==> config.mk <==
export PLATFORM = sky130hd
export DESIGN_NAME = dcache_mem_req_queue_flat
export DESIGN_NICKNAME = d
export VERILOG_FILES = /design/src/rtl/dcache_mem_req_queue_if.sv /design/src/rtl/dcache_mem_req_queue.sv /design/src/flat_wrapper.sv
export SDC_FILE = /design/constraint.sdc
export NUM_CORES = 1
export LEC_CHECK = 0
export CAP_MARGIN = 10
export CELL_PAD_IN_SITES_DETAIL_PLACEMENT = 1
export CELL_PAD_IN_SITES_GLOBAL_PLACEMENT = 2
export CORE_ASPECT_RATIO = 1.1
export CORE_MARGIN = 5
export CORE_UTILIZATION = 44
export CTS_BUF_LIST = sky130_fd_sc_hd__clkbuf_4 sky130_fd_sc_hd__clkbuf_8
export DETAILED_ROUTE_END_ITERATION = 8
export GPL_TIMING_DRIVEN = 0
export PLACE_DENSITY_LB_ADDON = 0.25
export SLEW_MARGIN = 30
export SYNTH_ARGS = -nofsm -noshare
export SYNTH_HDL_FRONTEND = slang
export SYNTH_SLANG_ARGS = --single-unit
export TNS_END_PERCENT = 10
==> constraint.sdc <==
create_clock -name clk_i -period 24.5 [get_ports clk_i]
set_input_delay 3.675 -clock clk_i [delete_from_list [all_inputs] [get_ports clk_i]]
set_output_delay 3.675 -clock clk_i [all_outputs]
set_load 0.02 [all_outputs]
==> src/rtl/dcache_mem_req_queue_if.sv <==
// Request and memory-side bundles for the D-cache memory request queue.
// dcache_mem_req_if : MSHR mux -> queue (master = MSHR side, slave = queue).
// dcache_mem_bus_if : queue -> external memory port (master = queue, slave = memory).

interface dcache_mem_req_if #(
  parameter int ADDR_WIDTH    = 32,
  parameter int LINE_WIDTH    = 128,
  parameter int SERIAL_WIDTH  = 4,
  parameter int WSERIAL_WIDTH = 4
);
  logic                     req_valid;
  logic                     req_we;
  logic [ADDR_WIDTH-1:0]    req_addr;
  logic [LINE_WIDTH-1:0]    req_data;
  logic                     req_ack;
  logic [SERIAL_WIDTH-1:0]  req_serial;
  logic [WSERIAL_WIDTH-1:0] req_wserial;

  modport master (output req_valid, req_we, req_addr, req_data,
                  input  req_ack, req_serial, req_wserial);
  modport slave  (input  req_valid, req_we, req_addr, req_data,
                  output req_ack, req_serial, req_wserial);
endinterface

interface dcache_mem_bus_if #(
  parameter int ADDR_WIDTH    = 32,
  parameter int LINE_WIDTH    = 128,
  parameter int MSERIAL_WIDTH = 4
);
  logic                     mem_valid;
  logic                     mem_we;
  logic [ADDR_WIDTH-1:0]    mem_addr;
  logic [LINE_WIDTH-1:0]    mem_data;
  logic [MSERIAL_WIDTH-1:0] mem_serial;
  logic                     mem_ready;
  logic                     mem_rsp_valid;

  modport master (output mem_valid, mem_we, mem_addr, mem_data, mem_serial,
                  input  mem_ready, mem_rsp_valid);
  modport slave  (input  mem_valid, mem_we, mem_addr, mem_data, mem_serial,
                  output mem_ready, mem_rsp_valid);
endinterface

==> src/rtl/dcache_mem_req_queue.sv <==
// D-cache memory request queue: in-order FIFO of line refills/write-backs
// between the MSHR request mux and the memory port. Assigns read/write
// serials on acceptance and throttles reads against MAX_OUTSTANDING.
// rst_i is asynchronous, active low.
// Optional: define DCACHE_MEM_REQ_BYPASS_EN to let a request arriving at an
// empty queue go to memory in the same cycle.

module dcache_mem_req_queue #(
  parameter int DEPTH           = 4,
  parameter int ADDR_WIDTH      = 32,
  parameter int LINE_WIDTH      = 128,
  parameter int SERIAL_WIDTH    = 4,
  parameter int WSERIAL_WIDTH   = 4,
  parameter int MAX_OUTSTANDING = 4
) (
  input  logic                               clk_i,
  input  logic                               rst_i,
  dcache_mem_req_if.slave                    req,
  dcache_mem_bus_if.master                   mem,
  output logic [$clog2(DEPTH):0]             occupancy_o,
  output logic [$clog2(MAX_OUTSTANDING):0]   outstanding_o,
  output logic                               err_underflow_o
);

  localparam int PTR_W = $clog2(DEPTH);
  localparam int OCC_W = PTR_W + 1;
  localparam int OUT_W = $clog2(MAX_OUTSTANDING) + 1;
  localparam int MS_W  = (SERIAL_WIDTH > WSERIAL_WIDTH) ? SERIAL_WIDTH : WSERIAL_WIDTH;

  typedef struct packed {
    logic                  we;
    logic [ADDR_WIDTH-1:0] addr;
    logic [LINE_WIDTH-1:0] data;
    logic [MS_W-1:0]       serial;
  } entry_t;

  entry_t                   ram_q [DEPTH];
  logic [PTR_W-1:0]         wr_ptr_q, wr_ptr_d, rd_ptr_q, rd_ptr_d;
  logic [OCC_W-1:0]         occ_q, occ_d;
  logic [OUT_W-1:0]         out_q, out_d;
  logic [SERIAL_WIDTH-1:0]  rser_q, rser_d;
  logic [WSERIAL_WIDTH-1:0] wser_q, wser_d;
  logic                     err_q, err_d;

  entry_t new_e, head_e, pres_e;
  logic   full, ack, byp, have, mv, fire, issue_rd, push, pop, rsp_ok;

  // Incoming entry, tagged with the serial of its own type.
  always_comb begin
    new_e.we     = req.req_we;
    new_e.addr   = req.req_addr;
    new_e.data   = req.req_data;
    new_e.serial = req.req_we ? MS_W'(wser_q) : MS_W'(rser_q);
  end

  assign head_e = ram_q[rd_ptr_q];
  // Full is taken from the count; equal pointers are ambiguous.
  assign full   = (occ_q == OCC_W'(DEPTH));
  // Gated by reset so nothing is acknowledged while held in reset.
  assign ack    = rst_i & req.req_valid & ~full;

`ifdef DCACHE_MEM_REQ_BYPASS_EN
  // Empty queue: present the incoming request directly to memory.
  assign byp = ack & (occ_q == '0);
`else
  assign byp = 1'b0;
`endif

  assign have     = (occ_q != '0) | byp;
  assign pres_e   = byp ? new_e : head_e;
  // Only reads are throttled; a throttled read head also blocks later writes.
  assign mv       = have & ~(~pres_e.we & (out_q == OUT_W'(MAX_OUTSTANDING)));
  assign fire     = mv & mem.mem_ready;
  assign issue_rd = fire & ~pres_e.we;
  // A bypassed request that fires is consumed without touching the buffer.
  assign push     = ack & ~(byp & fire);
  assign pop      = fire & ~byp;
  // A response with nothing outstanding is flagged and otherwise ignored.
  assign rsp_ok   = mem.mem_rsp_valid & (out_q != '0);

  // Next-state for pointers, occupancy, serial counters and read tracking.
  always_comb begin
    wr_ptr_d = wr_ptr_q + PTR_W'(push);
    rd_ptr_d = rd_ptr_q + PTR_W'(pop);
    occ_d    = occ_q + OCC_W'(push) - OCC_W'(pop);
    rser_d   = rser_q + SERIAL_WIDTH'(ack & ~req.req_we);
    wser_d   = wser_q + WSERIAL_WIDTH'(ack & req.req_we);
    out_d    = out_q + OUT_W'(issue_rd) - OUT_W'(rsp_ok);
    err_d    = err_q | (mem.mem_rsp_valid & (out_q == '0));
  end

  // Control state register.
  always_ff @(posedge clk_i or negedge rst_i) begin
    if (!rst_i) begin
      wr_ptr_q <= '0;
      rd_ptr_q <= '0;
      occ_q    <= '0;
      out_q    <= '0;
      rser_q   <= '0;
      wser_q   <= '0;
      err_q    <= 1'b0;
    end else begin
      wr_ptr_q <= wr_ptr_d;
      rd_ptr_q <= rd_ptr_d;
      occ_q    <= occ_d;
      out_q    <= out_d;
      rser_q   <= rser_d;
      wser_q   <= wser_d;
      err_q    <= err_d;
    end
  end

  // Entry storage; contents are don't-care until written, outputs are masked when empty.
  for (genvar i = 0; i < DEPTH; i++) begin : g_ent
    always_ff @(posedge clk_i) begin
      if (push && (wr_ptr_q == PTR_W'(i))) ram_q[i] <= new_e;
    end
  end

  // Output drive; mem fields read zero when nothing is presented.
  always_comb begin
    req.req_ack     = ack;
    req.req_serial  = rser_q;
    req.req_wserial = wser_q;
    mem.mem_valid   = mv;
    mem.mem_we      = have & pres_e.we;
    mem.mem_addr    = have ? pres_e.addr   : '0;
    mem.mem_data    = have ? pres_e.data   : '0;
    mem.mem_serial  = have ? pres_e.serial : '0;
    occupancy_o     = occ_q;
    outstanding_o   = out_q;
    err_underflow_o = err_q;
  end

endmodule

==> src/flat_wrapper.sv <==
// flat-port wrapper written by rule: the top's interface ports become plain ports
module dcache_mem_req_queue_flat 
#(
  parameter int DEPTH           = 4,
  parameter int ADDR_WIDTH      = 32,
  parameter int LINE_WIDTH      = 128,
  parameter int SERIAL_WIDTH    = 4,
  parameter int WSERIAL_WIDTH   = 4,
  parameter int MAX_OUTSTANDING = 4
)
  (clk_i, rst_i, occupancy_o, outstanding_o, err_underflow_o, req_req_valid, req_req_we, req_req_addr, req_req_data, req_req_ack, req_req_serial, req_req_wserial, mem_mem_valid, mem_mem_we, mem_mem_addr, mem_mem_data, mem_mem_serial, mem_mem_ready, mem_mem_rsp_valid);
  dcache_mem_req_if #(.ADDR_WIDTH(ADDR_WIDTH), .LINE_WIDTH(LINE_WIDTH), .SERIAL_WIDTH(SERIAL_WIDTH), .WSERIAL_WIDTH(WSERIAL_WIDTH)) req_i ();
  dcache_mem_bus_if #(.ADDR_WIDTH(ADDR_WIDTH), .LINE_WIDTH(LINE_WIDTH), .MSERIAL_WIDTH(4)) mem_i ();
  input  logic clk_i;
  input  logic rst_i;
  output logic [$clog2(DEPTH):0] occupancy_o;
  output logic [$clog2(MAX_OUTSTANDING):0] outstanding_o;
  output logic err_underflow_o;
  input wire logic [$bits(req_i.req_valid)-1:0] req_req_valid;
  input wire logic [$bits(req_i.req_we)-1:0] req_req_we;
  input wire logic [$bits(req_i.req_addr)-1:0] req_req_addr;
  input wire logic [$bits(req_i.req_data)-1:0] req_req_data;
  output wire logic [$bits(req_i.req_ack)-1:0] req_req_ack;
  output wire logic [$bits(req_i.req_serial)-1:0] req_req_serial;
  output wire logic [$bits(req_i.req_wserial)-1:0] req_req_wserial;
  output wire logic [$bits(mem_i.mem_valid)-1:0] mem_mem_valid;
  output wire logic [$bits(mem_i.mem_we)-1:0] mem_mem_we;
  output wire logic [$bits(mem_i.mem_addr)-1:0] mem_mem_addr;
  output wire logic [$bits(mem_i.mem_data)-1:0] mem_mem_data;
  output wire logic [$bits(mem_i.mem_serial)-1:0] mem_mem_serial;
  input wire logic [$bits(mem_i.mem_ready)-1:0] mem_mem_ready;
  input wire logic [$bits(mem_i.mem_rsp_valid)-1:0] mem_mem_rsp_valid;
  assign req_i.req_valid = req_req_valid;
  assign req_i.req_we = req_req_we;
  assign req_i.req_addr = req_req_addr;
  assign req_i.req_data = req_req_data;
  assign req_req_ack = req_i.req_ack;
  assign req_req_serial = req_i.req_serial;
  assign req_req_wserial = req_i.req_wserial;
  assign mem_mem_valid = mem_i.mem_valid;
  assign mem_mem_we = mem_i.mem_we;
  assign mem_mem_addr = mem_i.mem_addr;
  assign mem_mem_data = mem_i.mem_data;
  assign mem_mem_serial = mem_i.mem_serial;
  assign mem_i.mem_ready = mem_mem_ready;
  assign mem_i.mem_rsp_valid = mem_mem_rsp_valid;
  dcache_mem_req_queue #(.DEPTH(DEPTH), .ADDR_WIDTH(ADDR_WIDTH), .LINE_WIDTH(LINE_WIDTH), .SERIAL_WIDTH(SERIAL_WIDTH), .WSERIAL_WIDTH(WSERIAL_WIDTH), .MAX_OUTSTANDING(MAX_OUTSTANDING)) u_core (.clk_i(clk_i), .rst_i(rst_i), .req(req_i), .mem(mem_i), .occupancy_o(occupancy_o), .outstanding_o(outstanding_o), .err_underflow_o(err_underflow_o));
endmodule
==> results.md <==
Power:
- The clock share of power is 25.8%.
- Total power for the finished layout comes to 0.00418 W.
- The sequential cell fraction of total power is 35.0%.
- In this run switching power makes up 31.6% of total power.
- The reported net switching power is 0.00132 W.
- For this design the static power due to leakage is 11.5 nW.
- Combinational logic is responsible for 39.2% of the overall power.
- The worst IR drop on VDD is 76.0 uV.
- The power per cell area is 124 nW/um2.
- Cell internal power was estimated by the tool at 0.00286 W.

Global route:
- The via count of the first global-routing pass was 14900.
- The combined global-route utilization of all metal layers is 19.5%.
- The first-pass GRT wire length is 93400 um.
- The number of antenna violations at the first check in global routing is 9.
- Entering global routing, the biggest net connects 21 pins.
- Global routing finished with a remaining overflow of 0.

Logic synthesis:
- The synthesized net count is 1295.
- The synthesized design contains 679 register bits.
- After technology mapping, the gate count stands at 1117.
- In the synthesized netlist, the cells that appear most often are sky130_fd_sc_hd__edfxtp_1 (660), sky130_fd_sc_hd__and2_1 (165), sky130_fd_sc_hd__mux4_2 (165).
- Of all flip-flops after synthesis, the portion carrying an async set or reset was 2.80%.
- For this run, the register share of the synthesized area comes to 78.5%.
- Sorting the synthesized cells by area gives the leading types as sky130_fd_sc_hd__edfxtp_1 (77%), sky130_fd_sc_hd__mux4_2 (14%), sky130_fd_sc_hd__and2_1 (4.0%).
- The mean instance size in the synthesized netlist is 23.2 um2.
- Among all flip-flop cells after synthesis, the most frequent one is sky130_fd_sc_hd__edfxtp_1.
- Yosys printed 0 warnings.
- Synthesis instantiated 30 different standard cells from the library.
- In this run, synthesis inferred 660 flip-flops with an integrated enable.
- The cell area that synthesis handed to floorplanning was 25900 um2.
- The area share of the largest cell type after synthesis is 76.6%.
- The biggest area contributor in the post-synthesis netlist is sky130_fd_sc_hd__edfxtp_1.
- The most common cell in the synthesized netlist is sky130_fd_sc_hd__edfxtp_1.

Clock tree:
- The worst-skew pair later-pin latency is 680 ps.
- The clock-pin slew of the registers on the worst-case setup and hold paths is 70 ps.
- The clock sink count is 679.
- The TritonCTS clock tree is built.
- The longest clock path from root to sink contains 3 buffers.
- The number of buffers inserted to repair setup after CTS is 0.
- Clock tree synthesis selected as its root buffer the cell sky130_fd_sc_hd__clkbuf_8.
- Clock tree synthesis inserted a total of 108 buffers.
- The CTS H-tree depth is 3.
- The number of hold-repair buffers added at the cts stage is 0.
- The total of cells resized after clock tree synthesis is 0.

Flow run:
- Across the run, the number of max-cap violations was 0.

Detailed routing:
- Once detail routing completed, the nets flagged for antenna violations numbered 0.
- Wire segments on met3 add up to 3500 um in the final route.
- The routed length on met1 is 24500 um.
- The first routing iteration left 653 violations.
- The total wire length after detailed routing is 62000 um.
- The vias per cell is 5.09.
- Detailed routing placed a total of 32700 um of wire on met2.
- The vias after detailed routing is 13100.
- The number of DRC violations after detailed routing is 0.
- The count of TritonRoute iterations in the first routing pass is 4.
- The routed length per placed instance is 24.0 um.
- In this run the top signal layer used is met5.

Critical path:
- The worst path arrival time is 5290 ps.
- Among all stages on the critical path, the largest delay is contributed by sky130_fd_sc_hd__clkdlybuf4s50_1.
- In this run the worst path has a maximum fanout of 20.
- The family of cells with the greatest summed delay on the critical path is buffers and inverters.
- The number of buffers and inverters on the critical path is 2.
- The signal on the critical path passes through buf_2 -> nand2_1 -> nor2_1 -> clkdlybuf4s50_1.
- The kind of critical path is in -> out.
- The number of cells on the worst reg-to-reg path is 9.
- STA classifies the critical path startpoint as an input pin.
- On the worst path, the slowest cell contributes a delay of 640 ps.
- The launching instance or port of the critical path is rst_i.
- The end of the worst register-to-register path is u_core.ram_q[2][91]$_DFFE_PP_.
- The reg2reg setup slack is 21300 ps.
- The worst setup path is captured at a primary output.
- The reg-to-reg startpoint is u_core.occupancy_o[2]$_DFF_PN0_.
- The required time of the worst setup path is 20820 ps.

STA:
- Measured against its own limit, the worst slew margin works out to 38.3%.
- Setup violations remaining at the end of the flow were counted as 0.
- The number of hold violations in the final report is 0.
- The clock period minus final worst setup slack is 8960 ps.
- Static timing analysis puts the maximum clock frequency at 112 MHz.
- The max-slew violation total from the final report is 0.
- Setup repair after global routing left no endpoint under its margin.
- The maximum clock skew at final layout is 14.2 ps.
- The slew at the pin closest to its max-slew limit is 925 ps.
- The final clock period utilization by the worst path is 36.6%.

Worst hold path:
- The startpoint identified for the worst hold timing path is u_core.err_underflow_o$_DFF_PN0_.
- The path with the worst hold slack has its endpoint at u_core.err_underflow_o$_DFF_PN0_.
- The path class of the lowest-slack min-delay path is reg -> reg.
- The hold path depth is 1.

Die:
- The die covers 63700 um2.
- In this run the core area contains 93 standard-cell rows.
- The vertical die dimension is 264 um.
- The starting density of the core is 44.3%.
- The placeable core area is 58400 um2.
- The width of the die is 241 um.
- The boundary pin count is 348.

Placement:
- Input and output buffers added on the ports amount to 347.
- The post-detailed-placement cell area is 31200 um2.
- After legalization and detailed placement, the total HPWL measured 45300 um.
- At the end of routability-driven placement, the weighted congestion stood at 0.724.

Layout:
- The filler cells instantiated in the layout total 5136.
- The area growth from synthesis to layout is 30.1%.
- The finished cells cover 33700 um2.
- The net count of the finished layout is 1898.
- The final core utilization is 57.6%.
- The proportion of layout cells with a drive suffix above 1 is 29.9%.

Status:
- The flow ran to the end, and the final reports show no timing, DRC or antenna violations.
[cell usage in the layout (no fill, tap or decap), types with 10 or more instances in the layout]
master                            netlist  layout
sky130_fd_sc_hd__clkbuf_4               0      21
sky130_fd_sc_hd__clkinv_1               0      16
sky130_fd_sc_hd__clkdlybuf4s50_1        0     346
sky130_fd_sc_hd__mux4_2               165     165
sky130_fd_sc_hd__ha_1                  10      10
sky130_fd_sc_hd__edfxtp_1             660     660
sky130_fd_sc_hd__buf_2                 16     116
sky130_fd_sc_hd__bufinv_16              0      16
sky130_fd_sc_hd__clkinv_2               0      27
sky130_fd_sc_hd__and2_1               165     165
sky130_fd_sc_hd__dfrtp_1               19      19
sky130_fd_sc_hd__clkbuf_8               0     113
sky130_fd_sc_hd__clkbuf_1              20      20
sky130_fd_sc_hd__buf_6                 18      23
sky130_fd_sc_hd__buf_4                  0      42
[through the flow]
step	hold WS [ps]	cells	TNS (ps)	setup slack (ps)
final	468	2578	0	15540
after global routing	517	2575	0	15360
after CTS	471	2571	0	14580
after detailed placement	451	2370	0	14600
after global placement	451	2224	-8638170	-14340
after floorplan	486	1117	0	2690
[power by group through the flow]
| stage | sequential (W) | clock, W | combinational [W] |
|---|---|---|---|
| finish | 0.00147 | 0.00108 | 0.00164 |
| CTS | 0.00147 | 0.00111 | 0.00168 |
| global placement | 0.00163 | 0 | 0.00162 |
| floorplan | 0.00156 | 0 | 0.000913 |
| global route | 0.00148 | 0.00117 | 0.00175 |
| detailed placement | 0.00149 | 0 | 0.00167 |
[cell families (layout without fill, tap and decap cells)]
| family | after synthesis | after routing | share of synthesized area (%) |
|---|---|---|---|
| other | 0 | 7 | 0 |
| buffers and inverters | 62 | 756 | 1.50 |
| and+or+nand+nor | 182 | 182 | 4.43 |
| AOI/OAI and AO/OA | 3 | 3 | 0.0968 |
| adders and majority gates | 12 | 12 | 0.638 |
| xor gates and xnor gates | 10 | 10 | 0.339 |
| muxes | 169 | 169 | 14.5 |
| DFF | 679 | 679 | 78.5 |
[worst register-to-register path: cells and delay by family, from the launching register on]
family / cells / cell delay [ps]
buffers and inverters: 7 / 1550
and+or+nand+nor: 2 / 920
DFF: 1 / 420
[worst max path at each step]
stage                     depth (start not counted)                       endpoint  slack (ps)
after global placement                            3  u_core.ram_q[1][59]$_DFFE_PP_      -14340
after detailed placement                          4                    req_req_ack       14600
final                                             4                    req_req_ack       15540
after CTS                                         4                    req_req_ack       14580
after floorplan                                   2   u_core.ram_q[1][0]$_DFFE_PP_        2690
after global routing                              4                    req_req_ack       15360
[area by class of cell]
cell class	count	area, um2	area share (%)
Tap cell	760	951	2.82
Buffer	55	362	1.07
Timing Repair Buffer	493	4340	12.9
Clock buffer	134	1710	5.09
Multi-Input combinational cell	376	5220	15.5
Sequential cell	679	20300	60.3
Inverter	7	26.3	0.0780
Clock inverter	67	742	2.20
Antenna cell	7	17.5	0.0520
[sequential cells by signal, summed over array words and instances, names as in the netlist]
register / cells
u_core.occupancy_o: 3
u_core.req.req_serial: 4
u_core.rd_ptr_q: 2
u_core.wr_ptr_q: 2
u_core.ram_q: 660
u_core.err_underflow_o: 1
u_core.outstanding_o: 3
u_core.req.req_wserial: 4
[routing by layer]
metal  vias to the layer above  GRT usage [%]
met2                       312           33.9
li1                       5810              -
met3                        88           5.17
met1                      6920           24.1
met4                         4           5.66
met5                         -              0
No activity file was read; power rests on OpenSTA's default activity.
